### config.mk
export PLATFORM = sky130hd
export DESIGN_NAME = cfa_rb_recon
export DESIGN_NICKNAME = d
export VERILOG_FILES = /design/src/rtl/cfa_pkg.sv /design/src/rtl/cfa_sat_sub.sv /design/src/rtl/cfa_rb_recon.sv
export SDC_FILE = /design/constraint.sdc
export NUM_CORES = 1
export LEC_CHECK = 0
export CORE_MARGIN = 1
export CORE_UTILIZATION = 49
export CTS_CLUSTER_DIAMETER = 150
export CTS_CLUSTER_SIZE = 25
export DETAILED_ROUTE_END_ITERATION = 10
export MAX_ROUTING_LAYER = met4
export PLACE_DENSITY = 0.77
export SYNTH_ARGS = -nofsm -noshare
export SYNTH_HDL_FRONTEND = slang
export SYNTH_HIERARCHICAL = 1
export SYNTH_SLANG_ARGS = --single-unit
### constraint.sdc
create_clock -name clk -period 1.95 [get_ports clk]
set_input_delay 0.195 -clock clk [delete_from_list [all_inputs] [get_ports clk]]
set_output_delay 0.195 -clock clk [all_outputs]
set_load 0.005 [all_outputs]
### src/rtl/cfa_pkg.sv
// Shared widths, the full-scale pixel value and the lane-slicing helper for the CFA R/B reconstruction datapath.
package cfa_pkg;

    localparam int CFA_PIXEL_W = 12;
    localparam int CFA_DIFF_W  = 10;
    localparam int PIX_MAX     = (1 << CFA_PIXEL_W) - 1;

    // LSB position of a lane inside a packed multi-lane bus.
    function automatic int lane_lsb(input int lane, input int width);
        return lane * width;
    endfunction

endpackage

### src/rtl/cfa_sat_sub.sv
// One lane channel: S1 registers G minus the sign-extended difference, S2 clamps to [0, 2^PIXEL_W-1] and flags saturation.
// Latency 2 (one register per stage); each stage loads only on its enable, so a stalled pipe holds its contents.
module cfa_sat_sub
    import cfa_pkg::*;
#(
    parameter int PIXEL_W = CFA_PIXEL_W,
    parameter int DIFF_W  = CFA_DIFF_W
) (
    input  logic               clk,
    input  logic               rst,
    input  logic               s1_en_i,
    input  logic               s2_en_i,
    input  logic [PIXEL_W-1:0] g_i,
    input  logic [DIFF_W-1:0]  diff_i,
    output logic [PIXEL_W-1:0] pix_o,
    output logic               lo_o,
    output logic               hi_o
);

    localparam int EXT_W = PIXEL_W + 2;

    logic [EXT_W-1:0]   diff_q, diff_d;
    logic [PIXEL_W-1:0] pix_q, pix_d;
    logic               lo_q, lo_d, hi_q, hi_d;

    // Two guard bits keep both G+512 overflow and G-511 underflow representable.
    always_comb begin
        diff_d = diff_q;
        if (s1_en_i) begin
            diff_d = {2'b00, g_i} - {{(EXT_W-DIFF_W){diff_i[DIFF_W-1]}}, diff_i};
        end
        lo_d  = lo_q;
        hi_d  = hi_q;
        pix_d = pix_q;
        if (s2_en_i) begin
            lo_d  = diff_q[EXT_W-1];
            hi_d  = !diff_q[EXT_W-1] && (|diff_q[EXT_W-2:PIXEL_W]);
            pix_d = diff_q[PIXEL_W-1:0];
            if (diff_q[EXT_W-1]) begin
                pix_d = '0;
            end else if (|diff_q[EXT_W-2:PIXEL_W]) begin
                pix_d = '1;
            end
        end
    end

    always_ff @(posedge clk or posedge rst) begin
        if (rst) begin
            diff_q <= '0;
            pix_q  <= '0;
            lo_q   <= 1'b0;
            hi_q   <= 1'b0;
        end else begin
            diff_q <= diff_d;
            pix_q  <= pix_d;
            lo_q   <= lo_d;
            hi_q   <= hi_d;
        end
    end

    assign pix_o = pix_q;
    assign lo_o  = lo_q;
    assign hi_o  = hi_q;

endmodule

### src/rtl/cfa_rb_recon.sv
// Multi-lane R/B reconstruction R = clamp(G-(G-R)), B = clamp(G-(G-B)); optional saturation counters under CFA_RB_SAT_CNT_EN.
// Latency 2 cycles, 1 beat/cycle; both stages advance only when !out_valid || out_ready, and in_ready follows that enable.
module cfa_rb_recon
    import cfa_pkg::*;
#(
    parameter int PIXEL_W = CFA_PIXEL_W,
    parameter int DIFF_W  = CFA_DIFF_W,
    parameter int LANES   = 2,
    parameter int CNT_W   = 16
) (
    input  logic                     clk,
    input  logic                     rst,
    input  logic                     in_valid,
    output logic                     in_ready,
    input  logic [LANES*PIXEL_W-1:0] in_g,
    input  logic [LANES*DIFF_W-1:0]  in_gmr,
    input  logic [LANES*DIFF_W-1:0]  in_gmb,
    input  logic                     in_last,
    output logic                     out_valid,
    input  logic                     out_ready,
    output logic [LANES*PIXEL_W-1:0] out_r,
    output logic [LANES*PIXEL_W-1:0] out_b,
    output logic [LANES*PIXEL_W-1:0] out_g,
    output logic                     out_last
`ifdef CFA_RB_SAT_CNT_EN
    ,
    input  logic                     sat_clr,
    output logic [CNT_W-1:0]         sat_lo_cnt,
    output logic [CNT_W-1:0]         sat_hi_cnt
`endif
);

    logic en, accept, s2_load;
    logic s1_vld_q, s1_vld_d, out_vld_q, out_vld_d;
    logic s1_last_q, s1_last_d, out_last_q, out_last_d;
    logic [LANES*PIXEL_W-1:0] s1_g_q, s1_g_d, out_g_q, out_g_d;
    logic [2*LANES-1:0] sat_lo, sat_hi;

    always_comb begin
        en         = !out_vld_q || out_ready;
        accept     = in_valid && en;
        s2_load    = en && s1_vld_q;
        s1_vld_d   = en ? in_valid : s1_vld_q;
        out_vld_d  = en ? s1_vld_q : out_vld_q;
        s1_g_d     = accept ? in_g : s1_g_q;
        s1_last_d  = accept ? in_last : s1_last_q;
        out_g_d    = s2_load ? s1_g_q : out_g_q;
        out_last_d = s2_load ? s1_last_q : out_last_q;
    end

    always_ff @(posedge clk or posedge rst) begin
        if (rst) begin
            s1_vld_q   <= 1'b0;
            out_vld_q  <= 1'b0;
            s1_g_q     <= '0;
            out_g_q    <= '0;
            s1_last_q  <= 1'b0;
            out_last_q <= 1'b0;
        end else begin
            s1_vld_q   <= s1_vld_d;
            out_vld_q  <= out_vld_d;
            s1_g_q     <= s1_g_d;
            out_g_q    <= out_g_d;
            s1_last_q  <= s1_last_d;
            out_last_q <= out_last_d;
        end
    end

    assign in_ready  = en;
    assign out_valid = out_vld_q;
    assign out_g     = out_g_q;
    assign out_last  = out_last_q;

    // Flag index 2*l is lane l's R channel, 2*l+1 its B channel.
    for (genvar l = 0; l < LANES; l++) begin : g_lane
        cfa_sat_sub #(.PIXEL_W(PIXEL_W), .DIFF_W(DIFF_W)) u_r (
            .clk     (clk),
            .rst     (rst),
            .s1_en_i (accept),
            .s2_en_i (s2_load),
            .g_i     (in_g[lane_lsb(l, PIXEL_W) +: PIXEL_W]),
            .diff_i  (in_gmr[lane_lsb(l, DIFF_W) +: DIFF_W]),
            .pix_o   (out_r[lane_lsb(l, PIXEL_W) +: PIXEL_W]),
            .lo_o    (sat_lo[2*l]),
            .hi_o    (sat_hi[2*l])
        );
        cfa_sat_sub #(.PIXEL_W(PIXEL_W), .DIFF_W(DIFF_W)) u_b (
            .clk     (clk),
            .rst     (rst),
            .s1_en_i (accept),
            .s2_en_i (s2_load),
            .g_i     (in_g[lane_lsb(l, PIXEL_W) +: PIXEL_W]),
            .diff_i  (in_gmb[lane_lsb(l, DIFF_W) +: DIFF_W]),
            .pix_o   (out_b[lane_lsb(l, PIXEL_W) +: PIXEL_W]),
            .lo_o    (sat_lo[2*l+1]),
            .hi_o    (sat_hi[2*l+1])
        );
    end

`ifdef CFA_RB_SAT_CNT_EN
    logic [CNT_W-1:0] lo_cnt_q, lo_cnt_d, hi_cnt_q, hi_cnt_d;
    logic [CNT_W:0]   lo_sum, hi_sum;

    // One extra sum bit detects overflow so the counters stick at all-ones.
    always_comb begin
        lo_sum = {1'b0, lo_cnt_q};
        hi_sum = {1'b0, hi_cnt_q};
        if (out_vld_q && out_ready) begin
            for (int i = 0; i < 2*LANES; i++) begin
                lo_sum = lo_sum + (CNT_W+1)'(sat_lo[i]);
                hi_sum = hi_sum + (CNT_W+1)'(sat_hi[i]);
            end
        end
        lo_cnt_d = lo_sum[CNT_W] ? '1 : lo_sum[CNT_W-1:0];
        hi_cnt_d = hi_sum[CNT_W] ? '1 : hi_sum[CNT_W-1:0];
        if (sat_clr) begin
            lo_cnt_d = '0;
            hi_cnt_d = '0;
        end
    end

    always_ff @(posedge clk or posedge rst) begin
        if (rst) begin
            lo_cnt_q <= '0;
            hi_cnt_q <= '0;
        end else begin
            lo_cnt_q <= lo_cnt_d;
            hi_cnt_q <= hi_cnt_d;
        end
    end

    assign sat_lo_cnt = lo_cnt_q;
    assign sat_hi_cnt = hi_cnt_q;
`else
    logic unused_sat;
    localparam int unused_cnt_w = CNT_W;
    assign unused_sat = ^{sat_lo, sat_hi};
`endif

endmodule

==> run_results.csv <==
group,metric,value,unit
pwr,ir_drop,0.639,mV
detailed_routing,drtAntennaViolNets,0,
hold_path,worstHoldPathType,"in -> reg",
pwr,p_leak,5.84,nW
placed_design,place_ws,-611,ps
critical_path,critPathCaptureType,"flip-flop",
detailed_routing,wire_per_inst,16.1,µm
yosys,yosys_warnings,6,
global_routing,grt_pass1_vias,7204,
detailed_routing,wl_met1,9180,µm
layout,layout_commonest_cell,"dfrtp_1",
yosys,synthCells,826,
layout,area_delta_synth_final,38.4,%
layout,nets,1227,
detailed_routing,drcViolationCount,0,
placed_design,port_buffers,143,
detailed_routing,routed_wl,21600,µm
layout,final_cell_area,0.0123,mm²
pwr,powerDensity,1040,mW/mm²
hold_path,hold_depth,3,
layout,layout_common_cells,"dfrtp_1, buf_4, nor2_1",
detailed_routing,dr_wl_met2,11000,µm
sta,finalSetupTns,0,ps
sta,finalWorstSetupSlack,71.2,ps
sta,finalMaxSlewViolations,0,
global_routing,grt.overflow.total,0,
sta,fmax,0.532,GHz
sta,setup_viol,0,
global_routing,antenna_found_initial,0,
sta,clock_skew,11.0,ps
placed_design,dpl_cell_area,0.0115,mm²
floorplanning,core,0.0175,mm²
cts,worstSkewPairLatency,430,ps
cts,cts_tree,"built",
cts,cts_sinks,156,
layout,num_antenna_cells,0,
detailed_routing,first_iter_violations,365,
critical_path,path_max_fanout,6,
detailed_routing,dr.pass1.iters,4,
floorplanning,die_h,137,µm
sta,finalHoldViolCount,0,
floorplanning,initial_core_util,0.508,
critical_path,path_class,"in -> reg",
critical_path,start_kind,"input pin",
outcome,outcome,"completed",
cts,root_buffer,"clkbuf_16",
sta,whs,130,ps
detailed_routing,top_layer,"met4",
floorplanning,rows,48,
critical_path,required,2290,ps
layout,drive_above_1_share,0.317,
global_routing,grt_max_degree,27,
run,cap_violations,0,
cts,ctsHoldBuffers,0,
placed_design,gp_congestion,0.912,
layout,nFillCells,1243,
sta,tightest_slew,527,ps
floorplanning,dieWidth,137,µm
critical_path,reg2reg_slack,340,ps
detailed_routing,routed-wl-met3,998,µm
global_routing,grt.total_usage,0.248,
detailed_routing,vias,7045,
cts,clock_path_buffers,2,
pwr,total_power,0.0128,W
placed_design,dpl.hpwl,15600,µm
cts,h-tree-depth,4,
sta,slew-limit-headroom,0.648,
detailed_routing,avgViaCountPerCell,5.26,
sta,grt_setup_unrepaired,"yes",
critical_path,crit_arrival,2220,ps
yosys,synth_nets,951,
sta,finalCritPeriodShare,0.963,
critical_path,ff2ff_path_depth,7,
sta,period_minus_slack,1880,ps
yosys,avgSynthCellArea,10.8,µm²
cts,cts.reportedPaths.clkPinSlew,60,ps
yosys,syn_area,0.00888,mm²
global_routing,grt_pass1_wl,34600,µm
floorplanning,die_area,0.0187,mm²
cts,cts_made_buffers,17,
floorplanning,ios,144,
## state kept, by name, indices dropped and copies added (netlist names)
register,cells
g_lane.u_b/diff_q,28
g_lane.u_b/pix_o,24
g_lane.u_r/diff_q,28
g_lane.u_r/pix_o,24
out_g,24
out_last,1
out_valid,1
s1_g_q,24
s1_last_q,1
s1_vld_q,1
## final cells by class
cell class                 instances  area, µm²  area share
tap                              225        282      0.0229
sequential                       156       3900       0.318
inverter                          68        259      0.0211
timing repair buffer             290       2650       0.215
multi-input combinational        569       4630       0.377
clock inverter                    11        109     0.00886
clock buffer                      21        460      0.0375
## critical path: stages
cell and delay (ps):
clkdlybuf4s50_1 500, ha_1 420, a21oi_1 240, nand3_2 140, a31o_1 240, or3_1 370, o211ai_1 110
## per-stage QoR
step,cells,utilization
after detailed placement,1299,0.659
after floorplan,826,-
after global routing,1340,0.703
after CTS,1336,0.696
final,1340,0.703
after global placement,1299,0.659
## layer usage
metal | vias up | track usage
li1 | 3407 | -
met1 | 3412 | 0.294
met2 | 189 | 0.429
met3 | 37 | 0.0411
met4 | 0 | 0.0790
met5 | - | -
## report_power, final
part	switching, W	total [W]	internal (W)
clock	0.00137	0.00321	0.00184
sequential	0.000683	0.00498	0.00429
combinational	0.00163	0.00457	0.00294
total	0.00368	0.0128	0.00907
## repair_timing
action                     4_1_cts  5_1_grt
setup endpoints to repair       27       16
pin swaps                       24       24
buffers inserted                 5        4
gates resized for setup         21       22
## worst paths after layout
path | to | from
max | g_lane[1].u_r/diff_q[10] | in_g[17]
max in group asynchronous | out_g[17] | rst
min reg2reg | g_lane[1].u_r/diff_q[8] | g_lane[1].u_r/diff_q[8]
max reg2reg | g_lane[1].u_r/diff_q[12] | out_valid
min in group asynchronous | s1_g_q[2] | rst
min | g_lane[1].u_r/diff_q[0] | in_gmr[10]
No activity file was read; power rests on OpenSTA's default activity.
